`src/rtl/srl_fifo_ctrl_if.sv`:
```
// FIFO-side handshake bundle for srl_fifo_ctrl.
// The write side (producer) and the read side (consumer) both sit on the master modport.
// The controller uses the slave modport.
interface srl_fifo_ctrl_if #(
    parameter int DATA_WIDTH = 1
);
    logic                  if_write_ce;
    logic                  if_write;
    logic [DATA_WIDTH-1:0] if_din;
    logic                  if_full_n;
    logic                  if_read_ce;
    logic                  if_read;
    logic [DATA_WIDTH-1:0] if_dout;
    logic                  if_empty_n;

    modport master (
        output if_write_ce, if_write, if_din, if_read_ce, if_read,
        input  if_full_n, if_dout, if_empty_n
    );

    modport slave (
        input  if_write_ce, if_write, if_din, if_read_ce, if_read,
        output if_full_n, if_dout, if_empty_n
    );
endinterface

```
`src/rtl/srl_fifo_ctrl.sv`:
```
// Sequencing control for an external addressable shift register.
// Together they form a first-word-fall-through FIFO.
// The head word lives in a local output register.
// The remaining words live in the SRL: newest at index 0, oldest at index sr_cnt-1.
module srl_fifo_ctrl #(
    parameter int DATA_WIDTH = 1,
    parameter int ADDR_WIDTH = 5,
    parameter int DEPTH      = 24
) (
    input  logic                  ap_clk,
    input  logic                  ap_rst_n,
    srl_fifo_ctrl_if.slave        fifo,
    output logic [ADDR_WIDTH:0]   num_data_valid,
    output logic                  sr_we,
    output logic [ADDR_WIDTH-1:0] sr_addr,
    output logic [DATA_WIDTH-1:0] sr_din,
    input  logic [DATA_WIDTH-1:0] sr_dout
);

    typedef enum logic [1:0] {EMPTY, ONE, MORE} state_t;

    localparam logic [ADDR_WIDTH-1:0] CNT_INC = ADDR_WIDTH'(1);
    localparam logic [ADDR_WIDTH:0]   NUM_INC = (ADDR_WIDTH + 1)'(1);
    localparam logic [ADDR_WIDTH:0]   NUM_MAX = (ADDR_WIDTH + 1)'(DEPTH);

    state_t                state, state_nx;
    logic [ADDR_WIDTH-1:0] sr_cnt, sr_cnt_nx;
    logic [ADDR_WIDTH:0]   num_nx;
    logic [DATA_WIDTH-1:0] dout_q;
    logic                  full_n_q, empty_n_q;
    logic                  push, pop, we, ld_byp, ld_sr;

    assign push = fifo.if_write & fifo.if_write_ce & full_n_q;
    assign pop  = fifo.if_read & fifo.if_read_ce & empty_n_q;

    assign sr_din          = fifo.if_din;
    assign sr_addr         = (sr_cnt != '0) ? sr_cnt - CNT_INC : '0;
    assign sr_we           = we & ap_rst_n;
    assign fifo.if_dout    = dout_q;
    assign fifo.if_full_n  = full_n_q;
    assign fifo.if_empty_n = empty_n_q;

    // Next state, SRL write enable and output-register load selection.
    always_comb begin
        state_nx  = state;
        sr_cnt_nx = sr_cnt;
        we        = 1'b0;
        ld_byp    = 1'b0;
        ld_sr     = 1'b0;
        case (state)
            EMPTY: begin
                if (push) begin
                    ld_byp   = 1'b1;
                    state_nx = ONE;
                end
            end
            ONE: begin
                if (push && !pop) begin
                    we        = 1'b1;
                    sr_cnt_nx = CNT_INC;
                    state_nx  = MORE;
                end else if (pop && !push) begin
                    state_nx = EMPTY;
                end else if (push && pop) begin
                    // The head leaves and the new word goes straight into its place.
                    ld_byp = 1'b1;
                end
            end
            MORE: begin
                if (push && !pop) begin
                    we        = 1'b1;
                    sr_cnt_nx = sr_cnt + CNT_INC;
                end else if (pop && !push) begin
                    ld_sr     = 1'b1;
                    sr_cnt_nx = sr_cnt - CNT_INC;
                    if (sr_cnt == CNT_INC) state_nx = ONE;
                end else if (push && pop) begin
                    // sr_dout is read from the pre-shift oldest index at the same edge as the shift.
                    we    = 1'b1;
                    ld_sr = 1'b1;
                end
            end
            default: state_nx = EMPTY;
        endcase
    end

    // Total occupancy moves by at most one per cycle.
    always_comb begin
        num_nx = num_data_valid;
        if (push && !pop)      num_nx = num_data_valid + NUM_INC;
        else if (pop && !push) num_nx = num_data_valid - NUM_INC;
    end

    // State, counters, registered flags and the head-word register.
    always_ff @(posedge ap_clk) begin
        if (!ap_rst_n) begin
            state          <= EMPTY;
            sr_cnt         <= '0;
            num_data_valid <= '0;
            full_n_q       <= 1'b1;
            empty_n_q      <= 1'b0;
            dout_q         <= '0;
        end else begin
            state          <= state_nx;
            sr_cnt         <= sr_cnt_nx;
            num_data_valid <= num_nx;
            full_n_q       <= (num_nx != NUM_MAX);
            empty_n_q      <= (state_nx != EMPTY);
            if (ld_byp)     dout_q <= fifo.if_din;
            else if (ld_sr) dout_q <= sr_dout;
        end
    end

endmodule
```
`src/flat_wrapper.sv`:
```
// flat-port wrapper written by rule: the top's interface ports become plain ports
module srl_fifo_ctrl_flat 
#(
    parameter int DATA_WIDTH = 1,
    parameter int ADDR_WIDTH = 5,
    parameter int DEPTH      = 24
)
  (ap_clk, ap_rst_n, num_data_valid, sr_we, sr_addr, sr_din, sr_dout, fifo_if_write_ce, fifo_if_write, fifo_if_din, fifo_if_read_ce, fifo_if_read, fifo_if_full_n, fifo_if_dout, fifo_if_empty_n);
  srl_fifo_ctrl_if #(.DATA_WIDTH(DATA_WIDTH)) fifo_i ();
  input  logic ap_clk;
  input  logic ap_rst_n;
  output logic [ADDR_WIDTH:0] num_data_valid;
  output logic sr_we;
  output logic [ADDR_WIDTH-1:0] sr_addr;
  output logic [DATA_WIDTH-1:0] sr_din;
  input  logic [DATA_WIDTH-1:0] sr_dout;
  input wire logic [$bits(fifo_i.if_write_ce)-1:0] fifo_if_write_ce;
  input wire logic [$bits(fifo_i.if_write)-1:0] fifo_if_write;
  input wire logic [$bits(fifo_i.if_din)-1:0] fifo_if_din;
  input wire logic [$bits(fifo_i.if_read_ce)-1:0] fifo_if_read_ce;
  input wire logic [$bits(fifo_i.if_read)-1:0] fifo_if_read;
  output wire logic [$bits(fifo_i.if_full_n)-1:0] fifo_if_full_n;
  output wire logic [$bits(fifo_i.if_dout)-1:0] fifo_if_dout;
  output wire logic [$bits(fifo_i.if_empty_n)-1:0] fifo_if_empty_n;
  assign fifo_i.if_write_ce = fifo_if_write_ce;
  assign fifo_i.if_write = fifo_if_write;
  assign fifo_i.if_din = fifo_if_din;
  assign fifo_i.if_read_ce = fifo_if_read_ce;
  assign fifo_i.if_read = fifo_if_read;
  assign fifo_if_full_n = fifo_i.if_full_n;
  assign fifo_if_dout = fifo_i.if_dout;
  assign fifo_if_empty_n = fifo_i.if_empty_n;
  srl_fifo_ctrl #(.DATA_WIDTH(DATA_WIDTH), .ADDR_WIDTH(ADDR_WIDTH), .DEPTH(DEPTH)) u_core (.ap_clk(ap_clk), .ap_rst_n(ap_rst_n), .fifo(fifo_i), .num_data_valid(num_data_valid), .sr_we(sr_we), .sr_addr(sr_addr), .sr_din(sr_din), .sr_dout(sr_dout));
endmodule
```
`config.mk`:
```
export PLATFORM = sky130hd
export DESIGN_NAME = srl_fifo_ctrl_flat
export DESIGN_NICKNAME = d
export VERILOG_FILES = /design/src/rtl/srl_fifo_ctrl_if.sv /design/src/rtl/srl_fifo_ctrl.sv /design/src/flat_wrapper.sv
export SDC_FILE = /design/constraint.sdc
export NUM_CORES = 1
export LEC_CHECK = 0
export CAP_MARGIN = 20
export CORE_MARGIN = 3
export CORE_UTILIZATION = 40
export DETAILED_ROUTE_END_ITERATION = 7
export SKIP_LAST_GASP = 1
export SYNTH_ARGS = -nofsm -noshare
export SYNTH_HDL_FRONTEND = slang
export SYNTH_SLANG_ARGS = --single-unit
```
`constraint.sdc`:
```
create_clock -name ap_clk -period 1.75 [get_ports ap_clk]
set_input_delay 0.4375 -clock ap_clk [delete_from_list [all_inputs] [get_ports ap_clk]]
set_output_delay 0.4375 -clock ap_clk [all_outputs]
set_load 0.02 [all_outputs]
```
==> impl_results.md <==
- Die footprint: 0.003665 mm²
- Register area share after synthesis: 26.92%
- Most frequent cells in the layout: buf_4 (52), nor2_1 (12), dlygate4sd2_1 (11), dfxtp_1 (11), nand3_1 (10)
- 1st-iter DRT viols: 88
- HP Start: u_core.num_data_valid[5]$_SDFF_PN0_
- Failing checks: setup timing
- Clock sink total: 16
- Pre-CTS setup slack: -0.5944 ns
- Synth Register Bits: 16
- Most common cell after layout, fill and taps aside: buf_4
- Initial DRT Pass Iterations: 4
- Core Region: ~0.0028 mm²
- Initial antenna violation count: 0
- Buf/Inv on CP: 2
- Crit path kind: reg -> out
- Syn avg cell area: 7.986 µm²
- Cells after synthesis: 149
- CTS clock-pin slew for the worst setup and hold paths: 0.11 ns
- Clk buf depth: 2
- First-pass GRT wire length: 6.003 mm
- Number of port buffers: 23
- Placed cells: about 250
- Area Growth Syn to Fin: 72.45%
- RSZ-0062 raised after global routing: yes
- Pleak: 0.9777 nW
- Highest clock rate: 554.9 MHz
- Mean number of vias per cell: 5.525
- Die height: roughly 60 µm
- Fill count: 199
- FF+latch area: 329.1 µm²
- Routed vias: 1,409
- Syn_nets: 167
- Fin area: 0.002052 mm²
- Share of cells above drive strength 1: 46.88%
- DRC viols: 0
- Overall routing resource usage: ~22%
- Arr. time, crit path: 1.36 ns
- Gpl congestion: about 0.87
- Power per cell area: approximately 630 mW/mm²
- CP Cell Sequence: inv_4 > ha_4 > nand2_4 > nor3_2 > a21o_1 > buf_6
- Ports: 24
- H-tree depth: 1
- Clk_skew: 0.01342 ns
- VDD IR max: 0.0003897 V
- WHS Endpoint: u_core.fifo.if_full_n$_SDFF_PN1_
- Crit-path max cell delay: 0.35 ns
- GR Overflow Total: 0
- Reg2reg setup slack: 0 ns
- Status: finished with violations
- Period utilization: 103.0%
- Synthesized cell area: 0.001190 mm²
- Most used DFF post-synth: dfxtp_1
- Top delay family on crit path: flip-flops
- Initial Utilization: 42.42%
- Reg2reg path depth: 6
- Crit path required time: ~1.3 ns
- Nets: roughly 240
- Hold slack: 0.5577 ns
- Largest net degree at the start of global routing: 13
- Max stage delay cell, worst path: dfxtp_2
- Final Util: 73.15%
- Max FO, Critical Path: 4
- Overall Power: 1.287 mW
- Setup ws final: -0.05211 ns
- Endpoints failing setup: 3
- Dpl cell area: around 0.0018 mm²
- Area of the multi-input gates: 973.4 µm²
- Layout Cells excl Fill: 255
- CP Capture Type: output port
- Yosys warning total: 0
- Per-cell routed wire length: 14.80 µm
- FP Rows: 19
- Final hold violations: 0
- Min-delay worst type: reg -> reg
- Final WL: 3.774 mm
- TritonCTS buffer count: 3
- Cell depth of the worst hold path: 2
- Slew headroom: 76.93%
- CTS Root Cell: clkbuf_4
- Clock period minus worst slack: 1.802 ns
- Ant. Diodes: 0
- FFs w/ async S/R, synth: 0%
- ANT nets after route: 0
- TritonCTS clock tree: done
- Cell variety after synth: 47
- Nature of the critical path startpoint: flip-flop
- Post-route setup TNS: -0.07931 ns
- Worst r2r src: u_core.sr_cnt[3]$_SDFFE_PN0P_
- Post-synth EDFFs: 0
- Worst-Margin Slew: roughly 0.35 ns
- Reg-to-reg endpoint: u_core.fifo.if_empty_n$_SDFF_PN0_
- Dpl hpwl: 2.694 mm
- Number of global-route vias before repair: 1,345
- Worst-Skew Late Latency: 0.30 ns
- Max-cap viol count: 0
- Slew Limit Fails: 0
- Die W: 60.54 µm
==> metal layers <==
metal | part of all wire [%] | GRT usage, %
met1 | 46 | 29.92
met2 | 48 | 35.03
met3 | 3.2 | 2.766
met4 | 2.0 | 7.121
met5 | 0 | 0
==> where the power goes <==
part	switching [mW]	leakage [nW]	internal (mW)
combinational	0.303	0.824	0.301
clock	0.133	0.0210	0.127
sequential	0.0322	0.133	0.391
total	0.468	0.978	0.819
==> cell type report <==
cell class | instances | area share, %
clock buffers | 4 | 1.768
inverters | 10 | 2.073
multi-input cells | 117 | 47.44
flip-flops and latches | 16 | 16.04
well taps | 31 | 1.890
repair buffers | 77 | 30.79
==> cells in the mapped netlist, types with 2 or more instances <==
| cell | count | share of area [%] |
|---|---|---|
| dfxtp_1 | 16 | 27 |
| o21ai_0 | 8 | 3.4 |
| nand4_1 | 5 | 2.6 |
| ha_1 | 10 | 11 |
| nor2_1 | 15 | 4.7 |
| nand2_1 | 8 | 2.5 |
| buf_4 | 2 | 1.3 |
| and3_1 | 7 | 3.7 |
| clkbuf_1 | 2 | 0.63 |
| inv_1 | 9 | 2.8 |
| a211oi_1 | 2 | 1.3 |
| a21oi_1 | 7 | 2.9 |
| o311a_1 | 2 | 1.7 |
| xnor2_1 | 4 | 2.9 |
| nor3_1 | 7 | 2.9 |
| mux2i_1 | 3 | 2.5 |
| nand3_1 | 12 | 5.0 |
==> logic make-up (layout without fill, tap and decap cells) <==
logic type      count (synthesis)  after routing  synth area share, %
simple gates                   64             64                28.18
compound gates                 33             33                19.87
flops                          16             16                26.92
buf+inv                        16             91                6.413
fa+ha+maj                      10             10                10.52
xor+xnor                        5              5                3.680
mux                             5              5                4.416
==> timing repair <==
action | CTS | global route
pin swaps | 8 | 15
hold buffers | 0 | 0
resized for setup | 72 | 28
buffers inserted | 4 | 4
endpoints found under the setup margin | 24 | 17
==> tightest hold or removal path: cells and delay by family, from the launching register on <==
kind | cells | cell delay [ns]
flip-flops | 1 | 0.36
XOR/XNOR | 1 | 0.09
AND/OR/NAND/NOR | 1 | 0.08
==> how the worst max path moves through the flow <==
stage | depth (start not counted) | startpoint | slack (ns) | to
after floorplan | 5 | u_core.state[0]$_SDFF_PN0_ | 0.09 | sr_we
after global routing | 6 | u_core.sr_cnt[1]$_SDFFE_PN0P_ | -0.11 | sr_addr[4]
after detailed placement | 5 | fifo_if_write | -0.59 | sr_we
after CTS | 6 | u_core.sr_cnt[0]$_SDFFE_PN0P_ | -0.12 | sr_addr[4]
final | 6 | u_core.sr_cnt[1]$_SDFFE_PN0P_ | -0.05 | sr_addr[4]
after global placement | 5 | fifo_if_write | -0.57 | sr_we
==> registers in the layout, indices dropped and copies added (netlist names) <==
signal / count
u_core.fifo.if_dout: 1
u_core.fifo.if_empty_n: 1
u_core.fifo.if_full_n: 1
u_core.num_data_valid: 6
u_core.sr_cnt: 5
u_core.state: 2
(Power assumes the default switching activity.)
